<file path="config.mk">
export PLATFORM = sky130hd
export DESIGN_NAME = core_ctrl_fsm
export DESIGN_NICKNAME = d
export VERILOG_FILES = /design/src/rtl/rv32i_pkg.sv /design/src/rtl/mem_req_hold.sv /design/src/rtl/core_ctrl_fsm.sv
export SDC_FILE = /design/constraint.sdc
export NUM_CORES = 1
export LEC_CHECK = 0
export BUFFER_PORTS_ARGS = -buffer_cell sky130_fd_sc_hd__clkbuf_2
export CAP_MARGIN = 10
export CORE_AREA = 4 4 131 70
export CTS_CLUSTER_SIZE = 40
export DETAILED_ROUTE_END_ITERATION = 8
export DIE_AREA = 0 0 135 74
export PLACE_DENSITY = 0.62
export SLEW_MARGIN = 0
export SYNTH_ARGS = -nofsm -noshare
export SYNTH_HDL_FRONTEND = slang
export SYNTH_SLANG_ARGS = --single-unit
</file>
<file path="constraint.sdc">
create_clock -name clk -period 5.7 [get_ports clk]
set_clock_uncertainty 0.1 [all_clocks]
set_input_delay 0.285 -clock clk [delete_from_list [all_inputs] [get_ports clk]]
set_output_delay 0.285 -clock clk [all_outputs]
set_load 0.005 [all_outputs]
</file>
<file path="src/rtl/rv32i_pkg.sv">
// rv32i_pkg
// Shared definitions for the rv32i core control path: sequencer state
// encoding, base-ISA major opcodes, PC-select codes and the reset value
// of the instruction register.
// No ports (package).
package rv32i_pkg;

  // Sequencer states; encodings fixed so waveforms match older dumps.
  typedef enum logic [2:0] {
    S_FETCH  = 3'd0,
    S_DECODE = 3'd1,
    S_EXEC   = 3'd2,
    S_MEM    = 3'd3,
    S_WB     = 3'd4,
    S_TRAP   = 3'd5
  } ctrl_state_t;

  // RV32I major opcodes (instr[6:0]).
  localparam logic [6:0] OPC_OP_IMM = 7'b0010011;
  localparam logic [6:0] OPC_LOAD   = 7'b0000011;
  localparam logic [6:0] OPC_JALR   = 7'b1100111;
  localparam logic [6:0] OPC_JAL    = 7'b1101111;
  localparam logic [6:0] OPC_OP     = 7'b0110011;
  localparam logic [6:0] OPC_STORE  = 7'b0100011;
  localparam logic [6:0] OPC_BRANCH = 7'b1100011;
  localparam logic [6:0] OPC_LUI    = 7'b0110111;
  localparam logic [6:0] OPC_AUIPC  = 7'b0010111;

  // Next-PC source select.
  localparam logic [1:0] PC_SEL_SEQ = 2'b00;  // pc + 4
  localparam logic [1:0] PC_SEL_IMM = 2'b01;  // pc + imm (taken branch / jal)
  localparam logic [1:0] PC_SEL_ALU = 2'b10;  // ALU result (jalr)

  // addi x0, x0, 0
  localparam logic [31:0] NOP_INSTR = 32'h0000_0013;

  // True for the nine major opcodes implemented by the core.
  function automatic logic is_legal_opcode(input logic [6:0] opc);
    logic ok;
    ok = 1'b0;
    case (opc)
      OPC_OP_IMM, OPC_LOAD, OPC_JALR, OPC_JAL, OPC_OP,
      OPC_STORE, OPC_BRANCH, OPC_LUI, OPC_AUIPC: ok = 1'b1;
      default: ok = 1'b0;
    endcase
    return ok;
  endfunction

endpackage

</file>
<file path="src/rtl/mem_req_hold.sv">
// mem_req_hold
// Holds a memory request high from a one-cycle start pulse until the
// memory acknowledges it. An ack arriving while no request is
// outstanding has no effect.
// Ports:
//   clk   in  1  clock
//   rst   in  1  asynchronous active-high reset (drops req immediately)
//   start in  1  begin a request; req is high from the next cycle
//   ack   in  1  memory completion
//   req   out 1  registered request level
module mem_req_hold (
  input  logic clk,
  input  logic rst,
  input  logic start,
  input  logic ack,
  output logic req
);

  logic req_r;

  // Request latch: set by start, cleared only by an ack that matches a live request.
  always_ff @(posedge clk or posedge rst) begin
    if (rst) begin
      req_r <= 1'b0;
    end else if (start) begin
      req_r <= 1'b1;
    end else if (ack && req_r) begin
      req_r <= 1'b0;
    end else begin
      req_r <= req_r;
    end
  end

  assign req = req_r;

endmodule

</file>
<file path="src/rtl/core_ctrl_fsm.sv">
// core_ctrl_fsm
// Multi-cycle control sequencer for the rv32i core: FETCH -> DECODE ->
// EXEC -> (MEM) -> WB. Owns the instruction register and the imem/dmem
// request handshakes, and turns the decoder's static controls into
// single-cycle rf_we / pc_en strobes in WB.
// Optional feature: define RV32I_CTRL_TRAP_EN to halt in S_TRAP on an
// unimplemented opcode; otherwise such instructions retire as NOPs and
// trap is tied low.
// Ports:
//   clk, rst                 clock, asynchronous active-high reset
//   imem_req/ack/rdata       instruction fetch handshake and data
//   dmem_req/we/ack          data access handshake (we: 1 = store)
//   instr_q                  instruction register (to decoder)
//   dec_*                    decoder static controls
//   branch_taken             ALU compare result for current branch
//   rf_we, pc_en             one-cycle WB strobes
//   pc_sel                   next-PC source, meaningful while pc_en
//   instret                  retired-instruction count (wraps)
//   trap                     illegal-instruction halt
import rv32i_pkg::*;

module core_ctrl_fsm #(
  parameter int INSTRET_W = 32
) (
  input  logic                 clk,
  input  logic                 rst,
  output logic                 imem_req,
  input  logic                 imem_ack,
  input  logic [31:0]          imem_rdata,
  output logic                 dmem_req,
  output logic                 dmem_we,
  input  logic                 dmem_ack,
  output logic [31:0]          instr_q,
  input  logic                 dec_memRead,
  input  logic                 dec_memWrite,
  input  logic                 dec_regWrite,
  input  logic                 dec_jump,
  input  logic                 dec_branch,
  input  logic                 branch_taken,
  output logic                 rf_we,
  output logic                 pc_en,
  output logic [1:0]           pc_sel,
  output logic [INSTRET_W-1:0] instret,
  output logic                 trap
);

  ctrl_state_t          state_r;
  ctrl_state_t          state_next_s;
  logic [31:0]          instr_r;
  logic [INSTRET_W-1:0] instret_r;
  logic                 rf_we_r;
  logic                 pc_en_r;
  logic                 dmem_we_r;
  logic [6:0]           opcode_s;
  logic                 legal_s;
  logic                 mem_op_s;
  logic                 imem_done_s;
  logic                 dmem_done_s;
  logic                 imem_start_s;
  logic                 dmem_start_s;
  logic [1:0]           pc_sel_s;

  assign opcode_s = instr_r[6:0];
  assign legal_s  = is_legal_opcode(opcode_s);
  // Unknown opcodes never touch data memory, whatever the decoder says.
  assign mem_op_s = (dec_memRead || dec_memWrite) && legal_s;

  // Acks only count while the matching request is actually high.
  assign imem_done_s = imem_req && imem_ack;
  assign dmem_done_s = dmem_req && dmem_ack;

  // Requests are registered, so they are launched from the next-state
  // decode: the request is high for the whole first cycle of FETCH/MEM.
  assign imem_start_s = (state_next_s == S_FETCH) && !imem_req;
  assign dmem_start_s = (state_next_s == S_MEM) && !dmem_req;

  // Next-state decode for the instruction sequencer.
  always_comb begin
    state_next_s = state_r;
    case (state_r)
      S_FETCH: begin
        if (imem_done_s) state_next_s = S_DECODE;
        else             state_next_s = S_FETCH;
      end
      S_DECODE: state_next_s = S_EXEC;
      S_EXEC: begin
`ifdef RV32I_CTRL_TRAP_EN
        if (!legal_s)      state_next_s = S_TRAP;
        else if (mem_op_s) state_next_s = S_MEM;
        else               state_next_s = S_WB;
`else
        if (mem_op_s) state_next_s = S_MEM;
        else          state_next_s = S_WB;
`endif
      end
      S_MEM: begin
        if (dmem_done_s) state_next_s = S_WB;
        else             state_next_s = S_MEM;
      end
      S_WB:    state_next_s = S_FETCH;
      S_TRAP:  state_next_s = S_TRAP;
      default: state_next_s = S_FETCH;
    endcase
  end

  // State register.
  always_ff @(posedge clk or posedge rst) begin
    if (rst) state_r <= S_FETCH;
    else     state_r <= state_next_s;
  end

  // Instruction register: captured on the completing fetch only.
  always_ff @(posedge clk or posedge rst) begin
    if (rst)                                  instr_r <= NOP_INSTR;
    else if (imem_done_s && state_r == S_FETCH) instr_r <= imem_rdata;
    else                                      instr_r <= instr_r;
  end

  // WB strobes, registered off the next state so they are high exactly
  // for the single WB cycle; decoder outputs are static by then.
  always_ff @(posedge clk or posedge rst) begin
    if (rst) begin
      pc_en_r <= 1'b0;
      rf_we_r <= 1'b0;
    end else begin
      pc_en_r <= (state_next_s == S_WB);
      rf_we_r <= (state_next_s == S_WB) && dec_regWrite && legal_s;
    end
  end

  // Store/load direction, valid for exactly the life of dmem_req.
  always_ff @(posedge clk or posedge rst) begin
    if (rst)               dmem_we_r <= 1'b0;
    else if (dmem_start_s) dmem_we_r <= dec_memWrite;
    else if (dmem_done_s)  dmem_we_r <= 1'b0;
    else                   dmem_we_r <= dmem_we_r;
  end

  // Retire on the edge that leaves WB, so a reset during WB loses it.
  always_ff @(posedge clk or posedge rst) begin
    if (rst)                 instret_r <= '0;
    else if (state_r == S_WB) instret_r <= instret_r + INSTRET_W'(1);
    else                     instret_r <= instret_r;
  end

  // Next-PC select; unknown opcodes always fall through to pc+4.
  always_comb begin
    pc_sel_s = PC_SEL_SEQ;
    if (!legal_s)                                   pc_sel_s = PC_SEL_SEQ;
    else if (dec_jump && opcode_s == OPC_JALR)      pc_sel_s = PC_SEL_ALU;
    else if (opcode_s == OPC_JAL || (dec_branch && branch_taken))
                                                    pc_sel_s = PC_SEL_IMM;
    else                                            pc_sel_s = PC_SEL_SEQ;
  end

  mem_req_hold u_imem_req (
    .clk   (clk),
    .rst   (rst),
    .start (imem_start_s),
    .ack   (imem_ack),
    .req   (imem_req)
  );

  mem_req_hold u_dmem_req (
    .clk   (clk),
    .rst   (rst),
    .start (dmem_start_s),
    .ack   (dmem_ack),
    .req   (dmem_req)
  );

`ifdef RV32I_CTRL_TRAP_EN
  logic trap_r;

  // Trap flag: raised on entry to S_TRAP, held until reset.
  always_ff @(posedge clk or posedge rst) begin
    if (rst) trap_r <= 1'b0;
    else     trap_r <= (state_next_s == S_TRAP);
  end

  assign trap = trap_r;
`else
  assign trap = 1'b0;
`endif

  assign instr_q = instr_r;
  assign dmem_we = dmem_we_r;
  assign rf_we   = rf_we_r;
  assign pc_en   = pc_en_r;
  assign pc_sel  = pc_sel_s;
  assign instret = instret_r;

endmodule

</file>
# Yosys cells after proc, flatten, opt, wreduce, memory -nomap -nowiden
# Index checks and enable logic that the tools add are counted.
# totals
register_bits,72
out_inout_bits,72
# classes
reduce_logical,19
eq_ne,16
n_addsub,1
mux,13
# ops
cell,n
32-bit by 1-bit adder with 32-bit output (second input constant),1
7-bit by 6-bit == test with 1-bit output (second input constant),3
7-bit == test (second input constant),3
3-bit one-hot mux with 5 select lines,1
7-bit by 5-bit == test with 1-bit output (second input constant),2
1-bit logical AND,10
3-bit by 2-bit == test with 1-bit output (second input constant),3
3-bit == test (second input constant),3
9-bit OR reduction,1
1-bit two-way mux,8
7-bit by 2-bit == test with 1-bit output (second input constant),1
3-bit zero test,2
3-bit two-way mux,2
2-bit two-way mux,2
2-bit nonzero test,2
3-bit by 1-bit == test with 1-bit output (second input constant),1
1-bit zero test,2
1-bit logical OR,2

# Logic depth before layout (Yosys ltp)
# Gate-level depths: netlist of run 1.
# logic_depth
ltp_word,9
depth_mapped,6
depth_no_buf,5

# Modules after synthesis
# Synthesis of run 1 repeated with hierarchy kept, for this count alone.
# unflattened
hier_cells,261
area_unflattened_um2,3294.4
# by_module_without_submodules
mod,cells_per_inst,seq_area_each_um2,n_inst,area_each_um2
core_ctrl_fsm,253,1755.4,1,3214.3
mem_req_hold,4,25.0,2,40.0

# Least setup slack after synthesis of run 1
# Ideal clock, no wire load.
# synth_timing
kind,register to register
startpoint,"register instr_r[1], in the netlist instr_q[1]"
endpoint,"register dmem_we_r, in the netlist dmem_we"
t_arrival_ns,1.636
period_less_slack_ns,1.860
setup_ns,0.124
stages_incl_launch_ff,6
path_slack_ns,3.840
required_ns,5.476
cell_sequence,dfstp_2 -> nand2_1 -> a2111o_1 -> o31ai_4 -> nand2_1 -> a211o_1
# synth_between
elab_chain_cells,9
word_cells_on_any_way,18
classes_between,eq/ne: 10; mux: 4; reduce/logical: 4
# synth_rtl
item,line,source
start: declaration,core_ctrl_fsm.sv:49,logic [31:0] instr_r;
start signal: assignment,core_ctrl_fsm.sv:115,else if (imem_done_s && state_r == S_FETCH) instr_r <= imem_rdata;
start signal: assignment,core_ctrl_fsm.sv:116,else instr_r <= instr_r;
"7-bit == test, or another cell as far along",rv32i_pkg.sv:41,case (opc)
9-bit OR reduction *,rv32i_pkg.sv:41,
1-bit two-way mux *,rv32i_pkg.sv:41,
1-bit logical AND *,core_ctrl_fsm.sv:66,assign mem_op_s = (dec_memRead || dec_memWrite) && legal_s;
3-bit two-way mux *,core_ctrl_fsm.sv:92,if (mem_op_s) state_next_s = S_MEM;
3-bit one-hot mux with 5 select lines *,core_ctrl_fsm.sv:80,case (state_r)
3-bit by 2-bit == test with 1-bit output *,core_ctrl_fsm.sv:75,assign dmem_start_s = (state_next_s == S_MEM) && !dmem_req;
1-bit logical AND *,core_ctrl_fsm.sv:75,
1-bit two-way mux / 2-bit nonzero test (equally long branches),-,
end signal: assignment,core_ctrl_fsm.sv:134,else if (dmem_start_s) dmem_we_r <= dec_memWrite;
end signal: assignment,core_ctrl_fsm.sv:136,else dmem_we_r <= dmem_we_r;
end: declaration,core_ctrl_fsm.sv:53,logic dmem_we_r;
# Every way passes the cells marked *; elsewhere a longest branch is shown, timed or not.
# A chain may end at the register's enable or synchronous reset.

# Final worst setup path of run 1
# layout_timing
startpoint,register state_r[2]
endpoint,"register instret_r[22], in the netlist instret[22]"
# layout_between
elab_chain_cells,1
# layout_rtl
item,line,source
start: declaration,core_ctrl_fsm.sv:47,ctrl_state_t state_r;
start signal: assignment,core_ctrl_fsm.sv:109,else state_r <= state_next_s;
3-bit == test,core_ctrl_fsm.sv:142,else if (state_r == S_WB) instret_r <= instret_r + INSTRET_W'(1);
end signal: assignment,core_ctrl_fsm.sv:142,
end signal: assignment,core_ctrl_fsm.sv:143,else instret_r <= instret_r;
end: declaration,core_ctrl_fsm.sv:50,logic [INSTRET_W-1:0] instret_r;
# Every way passes these cells.

==> flow_metrics.tcl, run 1 <==
set metrics [dict create \
    outcome "complete, no violations" \
    syn-cell-area_um2 3150 \
    end_kind "flip-flop" \
    crit_path_max_incr_delay_ns 0.58 \
    min_path_type "in -> reg" \
    register_area_um2 1810 \
    clock-sinks 72 \
    ys_seq_area_frac 0.574 \
    clk_pin_slew_ns 0.06 \
    viasPerCell 4.72 \
    synth_top_family_by_area "simple AND/OR/NAND/NOR gates" \
    core_area_um2 7910 \
    drc_errors 0 \
    synthArstFlopShare 1.00 \
    fmax_mhz 482 \
    p_switching_uw 549 \
    worstPathBufferInverterCount 0 \
    fin_nets 404 \
    rsz0062_at_grt "no" \
    cts_root_buffer "clkbuf_16" \
    insertion_delay_ns 0.33 \
    dpl.hpwl_um 5060 \
    wl_per_cell_um 14.1 \
    yosys.area_share.simple 0.161 \
    ff2ff_path_depth 5 \
    vias 2254 \
    die_area_um2 9990 \
    num_rows 23 \
    cp.required_ns 5.85 \
    final_cell_mix "clkbuf_2 (112), dfrtp_1 (69), mux2_2 (31)" \
    wl_um 6760 \
    setup_viol 0 \
    overflow 0 \
    fp.dieW_um 135 \
    place_inst 462 \
    n_antenna_cell 0 \
    combPwrFrac 0.265 \
    die_h_um 74 \
    grt_pass1_vias 2387 \
    setup-tns-final_ns 0 \
    antenna_found_initial 0 \
    cp_max_fo 10 \
    swShare 0.298 \
    layout_commonest_cell "clkbuf_2" \
    portBuffers 112 \
    synth.largest_area_cell "dfrtp_1" \
    ios 114 \
    ys_types 44 \
    clkPwrFrac 0.293 \
    slowest_stage "dfrtp_1" \
    fin_crit_ns 2.08 \
    grt_pass1_wl_um 11400 \
    cts_tree "built" \
    drtPass1Iterations 4 \
    drv_cap 0 \
    cts.htree.levels 3 \
    cts-hold-fix-buffers 0 \
    cp.depth 5 \
    rrSetupSlack_ns 3.62 \
    grtUsageTotal 0.144 \
    post_cts_buffers 0 \
    grt_max_degree 73 \
    yosys-top-cells-area "dfrtp_1 (55%), mux2_2 (11%), xnor2_1 (5.0%), xor2_1 (3.6%), dfstp_2 (2.5%)" \
    syn-num-nets 287 \
    worstMarginPinSlew_ns 0.913 \
    hold_path_depth 2 \
    vdd_drop_max_v 0.000193 \
    synth.avg_cell_area_um2 12.9 \
    netlist_instances 244 \
    syn_to_final_growth_pct 30.8 \
    crit_arrival_ns 2.23 \
    final_cells 478 \
    ant_nets 0 \
    slew_headroom 0.392 \
    crit_path_start_kind "flip-flop" \
    ys_warn_count 0 \
    pwr-share-seq 0.442 \
    drive_gt1_frac 0.486 \
    path_class "reg -> reg" \
    cts_buffers 9 \
    start_util 0.398 \
    cpLargestDelayFamily "simple AND/OR/NAND/NOR gates" \
    cts_resized 0 \
    slew_violations 0 \
    ys_ff_latch 72 \
    power.leakage_nw 2.02 \
    crit_path_cell_trace "nand4_4 -> nor4b_4 -> nand3_4 -> nor3_2 -> xor2_1" \
    gp_routability_congestion 0.724 \
    drt_iter0_drc 73 \
    synth-edff-count 0 \
    p_int_mw 1.29 \
    multi_input_area_um2 1280 \
    clockBufferDepth 2 \
    synthMuxAreaShare 0.121 \
    synth_compound_area_frac 0.0322 \
    p_per_area_nw_per_um2 447 \
    yosys.area_share.xor_xnor 0.0862 \
    final_hold_viol_count 0 \
    synthAdderAreaFrac 0.00397 \
    fillers 732 \
    fin_crit_sh 0.364 \
    synthFlopType "dfrtp_1" \
    yosys.area.top_type_share 0.548 \
]
==> area by class of cell <==
type,count,share of cell area
inverter,6,0.00547
sequential,72,0.438
clock buffer,10,0.0556
tap,112,0.0340
multi-input combinational,158,0.312
timing repair buffer,114,0.140
clock inverter,6,0.0146
==> power groups by stage <==
stage	registers, mW	logic (mW)	clock network, mW
CTS	0.814	0.503	0.557
finish	0.813	0.488	0.539
global placement	0.813	0.485	0
global route	0.839	0.541	0.579
detailed placement	0.821	0.501	0
floorplan	0.790	0.300	0
==> metrics by stage <==
step,cell area (µm²),worst slack [ns],hold slack (ns),utilization,power (mW)
floorplan,3150,3.50,0.276,-,1.09
global placement,3830,3.70,0.363,0.484,1.30
detailed placement,3830,3.62,0.379,0.484,1.32
CTS,4120,3.60,0.0286,0.520,1.87
global route,4120,3.41,0.0445,0.520,1.96
finish,4120,3.62,0.0414,0.520,1.84
==> logic make-up (layout without fill, tap and decap cells) <==
logic type / count (synthesis) / count (layout)
compound gates: 12 / 12
simple gates: 79 / 79
other cells: 1 / 1
xor+xnor: 31 / 31
fa+ha+maj: 1 / 1
mux: 34 / 34
flops: 72 / 72
buf+inv: 14 / 136
==> Yosys cell counts, drive strengths merged, types with 2 or more instances <==
master  instances
a211oi          2
a21oi           2
and2            2
and3            4
buf             7
dfrtp          69
dfstp           3
inv             6
mux2           33
nand2          20
nand2b          2
nand3           8
nand4          11
nor2           12
nor2b           2
nor3           11
nor3b           2
nor4            2
xnor2          18
xor2           13
==> flip-flops by register name, indices dropped and copies added (netlist names) <==
name and count:
dmem_we 1, instr_q 32, instret 32, pc_en 1
rf_we 1, state_r 3, u_dmem_req.req 1, u_imem_req.req 1
==> worst reg2reg max path, cell delays in order, from the launching register on <==
cell and delay (ns):
dfrtp_1 0.58, nand4_4 0.17, nor4b_4 0.51, nand3_4 0.23
nor3_2 0.25, xor2_1 0.16
==> final timing paths <==
path / start / to
max: state_r[2] / instret[22]
min: imem_ack / u_imem_req.req
max reg2reg: state_r[2] / instret[22]
min reg2reg: instret[31] / instret[31]
max in group asynchronous: rst / instret[23]
min in group asynchronous: rst / instret[8]
==> per-layer routing <==
metal	up-vias	global-route usage	wire [µm]
li1	1080	-	-
met1	1103	0.170	2880
met2	63	0.251	3450
met3	8	0.0405	327
met4	0	0.0682	108
met5	-	0	0
Note: power is estimated with default switching activity, not from simulation.
==> run 2, diff against run 1 <==
==> constraint.sdc (replaced) <==
create_clock -name clk -period 2.2 [get_ports clk]
set_clock_uncertainty 0.1 [all_clocks]
set_input_delay 0.11 -clock clk [delete_from_list [all_inputs] [get_ports clk]]
set_output_delay 0.11 -clock clk [all_outputs]
set_load 0.005 [all_outputs]
==> run 2 against run 1 <==
Wire length up 8.7%; largest power group unchanged; clock power rose to 2.5 times the previous value; sequential share of layout area down 3.9 points; sequential cell count unchanged; count of clock-buffer cells in the layout up 3; highest routed layer unchanged.
==> flow_metrics.tcl, run 2 (synthesis gave the netlist of run 1 again) <==
set metrics [dict create \
    outcome "complete, no violations" \
    drv_cap 0 \
    hold_path_depth 3 \
    slew_headroom 0.627 \
    ios 114 \
    drive_gt1_frac 0.447 \
    num_rows 23 \
    grtUsageTotal 0.155 \
    drtPass1Iterations 4 \
    clk_pin_slew_ns 0.05 \
    power_mw 4.82 \
    drt_iter0_drc 103 \
    layout_commonest_cell "clkbuf_2" \
    p_per_area_nw_per_um2 1060 \
    drc_errors 0 \
    final_hold_viol_count 0 \
    syn_to_final_growth_pct 43.6 \
    crit_arrival_ns 2.08 \
    wl_per_cell_um 14.2 \
    rsz0062_at_grt "no" \
    power.leakage_nw 2.20 \
    wl_um 7350 \
    portBuffers 112 \
    gp_routability_congestion 0.756 \
    cp.required_ns 2.31 \
    setup-tns-final_ns 0 \
    cts_resized 0 \
    cts_tree "built" \
    cp_max_fo 5 \
    fin_nets 443 \
    die_area_um2 9990 \
    min_from "dec_memWrite" \
    cts-hold-fix-buffers 36 \
    clockBufferDepth 2 \
    place_inst 465 \
    r2r_end "dmem_we" \
    ant_nets 0 \
    slew_violations 0 \
    rrSetupSlack_ns 0.23 \
    dpl.hpwl_um 5250 \
    core_area_um2 7910 \
    cts_buffers 9 \
    die_h_um 74 \
    cts.htree.levels 3 \
    ff2ff_path_depth 5 \
    path_class "reg -> reg" \
    cts_root_buffer "clkbuf_16" \
    vias 2399 \
    viasPerCell 4.64 \
    vdd_drop_max_v 0.000413 \
    start_util 0.398 \
    end_kind "flip-flop" \
    whs_endpoint "dmem_we" \
    grt_max_degree 48 \
    fin_crit_sh 0.896 \
    grt_pass1_vias 2534 \
    fillers 663 \
    reg2reg_from "instr_q[0]" \
    clock-sinks 72 \
    insertion_delay_ns 0.32 \
    hold-worst-slack_ns 0.0294 \
    worstMarginPinSlew_ns 0.558 \
    crit_path_start_kind "flip-flop" \
    final_cells 517 \
    post_cts_buffers 0 \
    fin_crit_ns 1.97 \
    overflow 0 \
    final_cell_mix "clkbuf_2 (112), dfrtp_1 (69), dlygate4sd3_1 (36)" \
    fp.dieW_um 135 \
    n_antenna_cell 0 \
    fmax_mhz 507 \
    setup_viol 0 \
    min_path_type "in -> reg" \
    antenna_found_initial 0 \
    grt_pass1_wl_um 12100 \
]
==> run 2: cell count changes in the layout (fill, tap and decap cells not counted) <==
cell	previous run	this run
buf_12	0	2
buf_4	2	3
bufinv_16	1	0
clkbuf_8	0	3
clkinvlp_4	2	0
dlygate4sd3_1	0	36
==> run 2: routing by layer <==
layer / global-route usage / up-vias / wire length, µm
li1: - / 1159 / -
met1: 0.169 / 1166 / 3000
met2: 0.287 / 62 / 3810
met3: 0.0520 / 12 / 411
met4: 0.0581 / 0 / 132
met5: 0 / - / 0
==> run 2: through the flow <==
stage | setup slack, ns | cell area [µm²] | util
after floorplan | 0.170 | 3150 | -
after global placement | 0.290 | 3880 | 0.490
after detailed placement | 0.214 | 3880 | 0.490
after CTS | 0.213 | 4520 | 0.571
after global routing | 0.113 | 4520 | 0.571
final | 0.229 | 4520 | 0.571
==> run 2: worst max-delay path by stage <==
| stage | startpoint | end | slack (ns) | cells past startpoint |
|---|---|---|---|---|
| floorplan | rst | dmem_we | 0.17 | 1 |
| global placement | instr_q[1] | dmem_we | 0.29 | 5 |
| detailed placement | instr_q[0] | dmem_we | 0.21 | 5 |
| CTS | instr_q[0] | dmem_we | 0.21 | 5 |
| global route | instr_q[0] | dmem_we | 0.11 | 5 |
| finish | instr_q[0] | dmem_we | 0.23 | 5 |
==> run 2: cell type report <==
class,instances,area (µm²),area share
Multi-Input combinational cell,158,1280,0.284
Tap cell,112,140,0.0310
Sequential cell,72,1810,0.399
Clock buffer,13,270,0.0598
Inverter,6,22.5,0.00498
Clock inverter,3,15.0,0.00332
Timing Repair Buffer,153,983,0.217
==> run 2: worst max-delay path: stages, from the launching register on <==
cell	delay (ns)
dfstp_2	0.54
nand2_1	0.06
a2111o_1	0.47
o31ai_4	0.28
nand2_1	0.13
a211o_1	0.27
==> run 2: where the power goes <==
| group | total (mW) | switching, mW | internal (mW) | leakage, nW |
|---|---|---|---|---|
| Sequential | 2.10 | 0.356 | 1.75 | 0.918 |
| Combinational | 1.36 | 0.569 | 0.795 | 1.13 |
| Clock | 1.35 | 0.500 | 0.849 | 0.145 |
